===== config.mk =====
export PLATFORM = sky130hd
export DESIGN_NAME = reg_file_sb_flat
export DESIGN_NICKNAME = d
export VERILOG_FILES = /design/src/rtl/reg_file_sb_if.sv /design/src/rtl/reg_file_sb.sv /design/src/flat_wrapper.sv
export SDC_FILE = /design/constraint.sdc
export NUM_CORES = 1
export LEC_CHECK = 0
export BUFFER_PORTS_ARGS = -buffer_cell sky130_fd_sc_hd__clkbuf_2
export CORE_MARGIN = 2
export CORE_UTILIZATION = 44
export CTS_BUF_LIST = sky130_fd_sc_hd__clkbuf_2
export CTS_CLUSTER_SIZE = 25
export DETAILED_ROUTE_END_ITERATION = 7
export REMOVE_ABC_BUFFERS = 1
export SLEW_MARGIN = 0
export SYNTH_ARGS = -nofsm -noshare
export SYNTH_HDL_FRONTEND = slang
export SYNTH_SLANG_ARGS = --single-unit

===== constraint.sdc =====
create_clock -name clk -period 2 [get_ports clk]
set_clock_uncertainty 0.2 [all_clocks]
set_input_delay 0.1 -clock clk [delete_from_list [all_inputs] [get_ports clk]]
set_output_delay 0.1 -clock clk [all_outputs]
set_load 0.01 [all_outputs]

===== src/rtl/reg_file_sb_if.sv =====
// rtl/reg_file_sb_if.sv - decode/writeback bus for the scoreboarded register file
interface reg_file_sb_if #(
    parameter int DATA_W = 8,
    parameter int ADDR_W = 3
);
    logic              writeReg;
    logic [ADDR_W-1:0] write_reg_num;
    logic [DATA_W-1:0] write_data;
    logic [ADDR_W-1:0] read_reg_num_1;
    logic [ADDR_W-1:0] read_reg_num_2;
    logic [DATA_W-1:0] read_data_1;
    logic [DATA_W-1:0] read_data_2;
    logic              read_ready_1;
    logic              read_ready_2;
    logic              reserve_en;
    logic [ADDR_W-1:0] reserve_reg_num;
    logic              reserve_stall;
    logic              pending_any;

    modport master (
        output writeReg, write_reg_num, write_data,
        output read_reg_num_1, read_reg_num_2,
        output reserve_en, reserve_reg_num,
        input  read_data_1, read_data_2, read_ready_1, read_ready_2,
        input  reserve_stall, pending_any
    );

    modport slave (
        input  writeReg, write_reg_num, write_data,
        input  read_reg_num_1, read_reg_num_2,
        input  reserve_en, reserve_reg_num,
        output read_data_1, read_data_2, read_ready_1, read_ready_2,
        output reserve_stall, pending_any
    );
endinterface


===== src/rtl/reg_file_sb.sv =====
// rtl/reg_file_sb.sv - DEPTH x DATA_W register file, 2R/1W, with pending scoreboard
module reg_file_sb #(
    parameter int DATA_W   = 8,
    parameter int ADDR_W   = 3,
    parameter int ZERO_REG = 0,
    parameter int BYPASS   = 1
) (
    input  logic              clk,
    input  logic              rst,
    reg_file_sb_if.slave      bus
);
    localparam int DEPTH   = 1 << ADDR_W;
    localparam bit ZERO_ON = (ZERO_REG != 0);
    localparam bit BYP_ON  = (BYPASS != 0);

    logic [DATA_W-1:0] r_regs [DEPTH];
    logic [DEPTH-1:0]  r_pending;

    logic              w_wr_en;
    logic              w_rsv_zero;
    logic              w_rsv_freed;
    logic              w_rsv_stall;
    logic              w_rsv_set;
    logic [DEPTH-1:0]  w_pending_next;

    logic [ADDR_W-1:0] w_rd_addr  [2];
    logic [DATA_W-1:0] w_rd_data  [2];
    logic              w_rd_ready [2];
    logic              w_rd_byp   [2];
    logic              w_rd_zero  [2];

    // Writes to the hardwired zero register are dropped entirely, so pending[0] never sets.
    assign w_wr_en     = bus.writeReg && !(ZERO_ON && (bus.write_reg_num == '0));
    assign w_rsv_zero  = ZERO_ON && (bus.reserve_reg_num == '0);
    assign w_rsv_freed = bus.writeReg && (bus.write_reg_num == bus.reserve_reg_num);
    assign w_rsv_stall = bus.reserve_en && !w_rsv_zero
                         && r_pending[bus.reserve_reg_num] && !w_rsv_freed;
    assign w_rsv_set   = bus.reserve_en && !w_rsv_zero && !w_rsv_stall;

    // Set after clear: a same-edge re-reservation leaves the new producer pending.
    always_comb begin
        w_pending_next = r_pending;
        if (w_wr_en) begin
            w_pending_next[bus.write_reg_num] = 1'b0;
        end
        if (w_rsv_set) begin
            w_pending_next[bus.reserve_reg_num] = 1'b1;
        end
    end

    always_ff @(posedge clk) begin
        if (!rst) begin
            for (int i = 0; i < DEPTH; i++) begin
                r_regs[i] <= DATA_W'(i);
            end
            r_pending <= '0;
        end else begin
            if (w_wr_en) begin
                r_regs[bus.write_reg_num] <= bus.write_data;
            end
            r_pending <= w_pending_next;
        end
    end

    assign w_rd_addr[0] = bus.read_reg_num_1;
    assign w_rd_addr[1] = bus.read_reg_num_2;

    always_comb begin
        for (int p = 0; p < 2; p++) begin
            w_rd_zero[p] = ZERO_ON && (w_rd_addr[p] == '0);
            w_rd_byp[p]  = BYP_ON && w_wr_en && (bus.write_reg_num == w_rd_addr[p]);
            w_rd_data[p] = w_rd_byp[p] ? bus.write_data : r_regs[w_rd_addr[p]];
            if (w_rd_zero[p]) begin
                w_rd_data[p] = '0;
            end
            w_rd_ready[p] = w_rd_zero[p] || w_rd_byp[p] || !r_pending[w_rd_addr[p]];
        end
    end

    assign bus.read_data_1   = w_rd_data[0];
    assign bus.read_data_2   = w_rd_data[1];
    assign bus.read_ready_1  = w_rd_ready[0];
    assign bus.read_ready_2  = w_rd_ready[1];
    assign bus.reserve_stall = w_rsv_stall;
    assign bus.pending_any   = |r_pending;
endmodule


===== src/flat_wrapper.sv =====
// flat-port wrapper written by rule: the top's interface ports become plain ports
module reg_file_sb_flat 
#(
    parameter int DATA_W   = 8,
    parameter int ADDR_W   = 3,
    parameter int ZERO_REG = 0,
    parameter int BYPASS   = 1
)
  (clk, rst, bus_writeReg, bus_write_reg_num, bus_write_data, bus_read_reg_num_1, bus_read_reg_num_2, bus_reserve_en, bus_reserve_reg_num, bus_read_data_1, bus_read_data_2, bus_read_ready_1, bus_read_ready_2, bus_reserve_stall, bus_pending_any);
  reg_file_sb_if #(.DATA_W(DATA_W), .ADDR_W(ADDR_W)) bus_i ();
  input  logic clk;
  input  logic rst;
  input wire logic [$bits(bus_i.writeReg)-1:0] bus_writeReg;
  input wire logic [$bits(bus_i.write_reg_num)-1:0] bus_write_reg_num;
  input wire logic [$bits(bus_i.write_data)-1:0] bus_write_data;
  input wire logic [$bits(bus_i.read_reg_num_1)-1:0] bus_read_reg_num_1;
  input wire logic [$bits(bus_i.read_reg_num_2)-1:0] bus_read_reg_num_2;
  input wire logic [$bits(bus_i.reserve_en)-1:0] bus_reserve_en;
  input wire logic [$bits(bus_i.reserve_reg_num)-1:0] bus_reserve_reg_num;
  output wire logic [$bits(bus_i.read_data_1)-1:0] bus_read_data_1;
  output wire logic [$bits(bus_i.read_data_2)-1:0] bus_read_data_2;
  output wire logic [$bits(bus_i.read_ready_1)-1:0] bus_read_ready_1;
  output wire logic [$bits(bus_i.read_ready_2)-1:0] bus_read_ready_2;
  output wire logic [$bits(bus_i.reserve_stall)-1:0] bus_reserve_stall;
  output wire logic [$bits(bus_i.pending_any)-1:0] bus_pending_any;
  assign bus_i.writeReg = bus_writeReg;
  assign bus_i.write_reg_num = bus_write_reg_num;
  assign bus_i.write_data = bus_write_data;
  assign bus_i.read_reg_num_1 = bus_read_reg_num_1;
  assign bus_i.read_reg_num_2 = bus_read_reg_num_2;
  assign bus_i.reserve_en = bus_reserve_en;
  assign bus_i.reserve_reg_num = bus_reserve_reg_num;
  assign bus_read_data_1 = bus_i.read_data_1;
  assign bus_read_data_2 = bus_i.read_data_2;
  assign bus_read_ready_1 = bus_i.read_ready_1;
  assign bus_read_ready_2 = bus_i.read_ready_2;
  assign bus_reserve_stall = bus_i.reserve_stall;
  assign bus_pending_any = bus_i.pending_any;
  reg_file_sb #(.DATA_W(DATA_W), .ADDR_W(ADDR_W), .ZERO_REG(ZERO_REG), .BYPASS(BYPASS)) u_core (.clk(clk), .rst(rst), .bus(bus_i));
endmodule

==> results of run 1 <==
[stage by stage]
step	setup WS, ns	std cells	instance area (µm²)	power (mW)
after global routing	-0.530	522	5280	3.50
final	-0.425	522	5280	3.36
after detailed placement	0.0377	481	4840	2.46
after floorplan	0.329	280	4210	2.15
after global placement	0.0363	481	4840	2.45
after CTS	-0.451	521	5190	3.31
[synthesized netlist by cell type, types with 3 or more instances]
master,instances,share of area [%]
nand2_1,8,0.69
mux4_2,14,7.3
xnor2_1,9,1.8
nand2b_1,5,0.72
nor2_1,7,0.61
o21ai_0,6,0.69
dfxtp_1,8,3.7
or3_1,11,1.6
edfxtp_1,64,44
o22ai_1,8,1.2
and2_1,52,7.5
clkbuf_1,11,0.95
inv_1,10,0.86
nand4_1,4,0.58
nand3_1,3,0.35
mux4_1,22,13
mux2_2,31,8.0
mux2_4,3,1.0
buf_6,4,1.0
[per-layer routing]
metal | part of all wire, % | wire length (µm) | up-vias
li1 | - | - | 1327
met1 | 45 | 4920 | 1521
met2 | 49 | 5370 | 66
met3 | 4.7 | 516 | 12
met4 | 1.2 | 129 | 0
met5 | 0 | 0 | -
[sequential cells by signal, indices dropped and copies added, names as in the netlist]
signal	count
u_core.r_regs	64
u_core.r_pending	8
[what timing repair did]
item | CTS | global route
pin swaps | 3 | 3
hold buffers | 18 | 2
setup endpoints to repair | 19 | 21
buffers inserted | 6 | 2
resized for setup | 45 | 39
endpoints found under the hold margin | 73 | 3
[kinds of logic after synthesis]
kind of cell,synth area share [%]
simple gates,13.1
mux,30.1
flops,48.0
buf+inv,4.01
compound gates,3.03
xor+xnor,1.82
[critical path: stages (launching register included)]
cell and delay, ns:
edfxtp_1 0.47, mux4_2 0.48, mux2_4 0.29, mux2_4 0.26
buf_6 0.12
[power by group]
part	switching [mW]	internal, mW
sequential	0.0529	1.73
clock	0.514	0.276
combinational	0.343	0.442
total	0.909	2.45
[path summary, 6_finish.rpt]
check	from	to	slack [ns]	depth (start not counted)
max	u_core.r_regs[0][0]	bus_read_data_1[0]	-0.42	4
min reg2reg	u_core.r_pending[5]	u_core.r_pending[5]	0.43	3
max reg2reg	u_core.r_pending[3]	u_core.r_pending[3]	0.50	4
min	bus_writeReg	u_core.r_pending[2]	0.05	4
[area by class of cell]
| cell class | instances | area (µm²) |
|---|---|---|
| fill | 806 | 4400 |
| sequential | 72 | 2100 |
| multi-input combinational | 198 | 2090 |
| timing repair buffer | 93 | 788 |
| tap | 133 | 166 |
| clock inverter | 7 | 62.6 |
| clock buffer | 9 | 45.0 |
| inverter | 10 | 37.5 |
==> reports/metrics.cfg, run 1 <==
[detailed_routing]
drt_iter0_markers = 208
drtPass1Iterations = 4
route.detailed.drc = 0
dr_total_vias = 2926
antenna_left = 0
drt-vias-per-instance = 5.61
wl_per_cell_um = 20.9
wl_um = 10900

[run_status]
outcome = finished, violations left
violations = negative setup slack

[sta]
setup_slack_ns = -0.425
finalHoldViolations = 0
maxSlewViolCount = 0
fin_crit_ns = 2.42
max_clock_freq_mhz = 412
rsz0062_at_grt = true
fin_tns_setup_ns = -6.71
whs_ns = 0.0455
setup_viol = 19
relSlewSlack_pct = 51.4
period_share_pct = 121
tightest_slew_ns = 0.723

[synth]
synth_cell_types = 30
synth_ff_type = edfxtp_1
syn_inst = 299
synth-edff-count = 64
ys_ff_latch = 72
ys_seq_area_share_pct = 48.0
syn-cell-area_um2 = 4340
yosys_warnings = 0
ys_async_sr_fraction_pct = 0
syn_area_per_cell_um2 = 14.5

[placed_design]
dp_hpwl_um = 7700
numPortBuffers = 43
place.gp.congestion = 0.824

[min_path]
hold_path.class = input pin to register

[cts]
clock_latency_ns = 0.50
cts_max_level = 3
path_clk_slew_ns = 0.20
clkSinkCount = 72
cts_made_buffers = 9
cts_buffer_depth = 2
root_buffer = clkbuf_2
cts_tree = built

[grt]
antenna_found_initial = 0
grt_util_met1_pct = 32.1
gr-usage-met3_pct = 3.56
overflow = 0
grtUsageTotal_pct = 21.8
grt_pass1_vias = 2849
grt_pass1_wl_um = 16800
grt_max_degree = 20
grt_use_met2_pct = 33.2
grt-busiest-layer = met2

[floorplan]
rows = 36
io_pins = 44
die_w_um = 103
die_h_um = 103
fp.dieArea_um2 = 10700
start_util_pct = 44.8
coreArea_um2 = 9680

[power]
p_leak_nw = 1.99
power.density_nw_per_um2 = 635
peakVddDrop_v = 0.000302

[worst_setup_path]
critPathCaptureType = output pin
path_class = register to output pin
worstPathRequired_ns = 1.70
crit_path_max_fanout = 2
worstSetupStartpointType = register
critical_path_arrival_ns = 2.12

[run]
maxCapViolations = 0

[cells_and_area]
post-route-util_pct = 54.6
nets = 408
layout_commonest_cell = edfxtp_1
final_cell_mix = edfxtp_1 (64), and2_1 (52), clkbuf_2 (38)
drive_gt1_share_pct = 43.2
diodes = 0
syn_to_final_growth_pct = 21.7

(Power assumes the default switching activity.)
==> run 2, diff against run 1 <==
--- a/config.mk
+++ b/config.mk
@@ -11,6 +11,7 @@
 export CTS_BUF_LIST = sky130_fd_sc_hd__clkbuf_2
 export CTS_CLUSTER_SIZE = 25
 export DETAILED_ROUTE_END_ITERATION = 7
+export PLACE_DENSITY_LB_ADDON = 0.12
 export REMOVE_ABC_BUFFERS = 1
 export SLEW_MARGIN = 0
 export SYNTH_ARGS = -nofsm -noshare
==> reports/metrics.cfg, run 2 (synthesis results as in run 1) <==
[run_status]
outcome = finished, violations left
violations = negative setup slack

[grt]
grt_max_degree = 20
grt_pass1_vias = 3027
grtUsageTotal_pct = 21.9
antenna_found_initial = 0
gr-usage-met3_pct = 3.23
grt-busiest-layer = met2
grt_util_met1_pct = 31.1
grt_use_met2_pct = 35.0
grt_pass1_wl_um = 16800
overflow = 0

[min_path]
hold_path_depth = 3
hold_path.class = input pin to register

[cells_and_area]
top_regs = u_core.r_regs: 64 flops, u_core.r_pending: 8 flops
largest-register = u_core.r_regs
post-route-util_pct = 55.5
multi_input_area_um2 = 2110
largest_reg_flops = 64
fin_area_um2 = 5380
nets = 409
final_cell_mix = edfxtp_1 (64), and2_1 (52), mux4_2 (36)
drive_gt1_share_pct = 43.3
syn_to_final_growth_pct = 23.9
regArea_um2 = 2100
layout_commonest_cell = edfxtp_1
num-fill-cells = 822
diodes = 0
layout.cells.non_filler = 523

[worst_setup_path]
critPathCapture = bus_read_data_1[2]
r2r_slack_ns = 0.50
crit_path_start = u_core.r_regs[6][2]
worstPathRequired_ns = 1.70
r2r_cells = 4
crit_path_max_fanout = 2
critical_path_arrival_ns = 2.11
r2r-end = u_core.r_pending[6]
critPathCaptureType = output pin
path_class = register to output pin
timing.rr.start = u_core.r_pending[6]
worstSetupStartpointType = register

[sta]
setup_slack_ns = -0.405
fin_crit_ns = 2.41
period_share_pct = 120
tightest_slew_ns = 0.427
fin_tns_setup_ns = -6.39
max_clock_freq_mhz = 416
whs_ns = 0.0134
rsz0062_at_grt = true
setup_viol = 18
relSlewSlack_pct = 71.4
maxSlewViolCount = 0
finalHoldViolations = 0

[power]
p_leak_nw = 2.06
clock_power_share_pct = 25.9
power.density_nw_per_um2 = 657
switching_share_pct = 26.1
internal_power_mw = 2.61
pwr-share-seq_pct = 50.5
power.switching_uw = 921
p_comb_share_pct = 23.7
peakVddDrop_v = 0.000399

[cts]
root_buffer = clkbuf_2
cts_made_buffers = 9
cts_tree = built
cts_buffer_depth = 2
cts_max_level = 3
clkSinkCount = 72
path_clk_slew_ns = 0.19
clock_latency_ns = 0.47

[floorplan]
die_w_um = 103
fp.dieArea_um2 = 10700
io_pins = 44
die_h_um = 103
rows = 36
coreArea_um2 = 9680
start_util_pct = 44.8

[detailed_routing]
wl_um = 11000
wl_per_cell_um = 21.1
dr_total_vias = 2951
antenna_left = 0
drt-vias-per-instance = 5.64
route.detailed.drc = 0
drt_iter0_markers = 200
drtPass1Iterations = 4

[placed_design]
numPortBuffers = 43
dp_cells = 481
place.gp.congestion = 0.842
dpl_cell_area_um2 = 4850
dp_hpwl_um = 7670

[run]
maxCapViolations = 0

[run 2: through the flow]
step | setup WS [ns] | power, mW
2_1_floorplan | 0.329 | 2.15
3_3_place_gp | 0.00395 | 2.46
3_5_place_dp | 0.000689 | 2.47
4_1_cts | -0.435 | 3.45
5_1_grt | -0.497 | 3.67
6_report | -0.405 | 3.53
[run 2: per-layer routing]
metal	vias up	part of all wire (%)
li1	1329	-
met4	0	1.7
met5	-	0
met3	18	5.9
met2	103	49
met1	1501	44
[run 2: timing repair]
item / in CTS / in global routing
buffers inserted: 6 / 1
setup endpoints to repair: 18 / 21
endpoints found under the hold margin: 72 / 1
resized for setup: 49 / 52
hold buffers: 21 / 1
pin swaps: 3 / 0
[run 2: how the worst min path moves through the flow]
stage	from	endpoint	slack (ns)
floorplan	rst	u_core.r_pending[0]	0.06
global placement	u_core.r_pending[3]	u_core.r_pending[3]	0.30
detailed placement	bus_reserve_en	u_core.r_pending[6]	0.31
CTS	bus_writeReg	u_core.r_regs[1][0]	0.05
global route	bus_reserve_reg_num[1]	u_core.r_pending[2]	0.03
finish	bus_reserve_reg_num[1]	u_core.r_pending[2]	0.01
[run 2: worst max-delay path, stage by stage, from the launching register on]
cell and delay (ns):
edfxtp_1 0.44, mux4_2 0.51, mux2_4 0.27, mux2_4 0.28, buf_6 0.12
[run 2: final cells by class]
| cell class | count | area share (%) |
|---|---|---|
| Clock buffer | 9 | 0.837 |
| Clock inverter | 7 | 1.61 |
| Inverter | 10 | 0.698 |
| Multi-Input combinational cell | 198 | 39.2 |
| Sequential cell | 72 | 39.0 |
| Tap cell | 133 | 3.09 |
| Timing Repair Buffer | 94 | 15.6 |
[run 2: power groups by stage]
stage          clock, mW  combinational (mW)  sequential, mW
3_3_place_gp           0               0.654            1.81
3_5_place_dp           0               0.658            1.81
5_1_grt            0.991               0.889            1.79
4_1_cts            0.928               0.745            1.78
6_report           0.914               0.836            1.78
2_1_floorplan          0               0.358            1.79
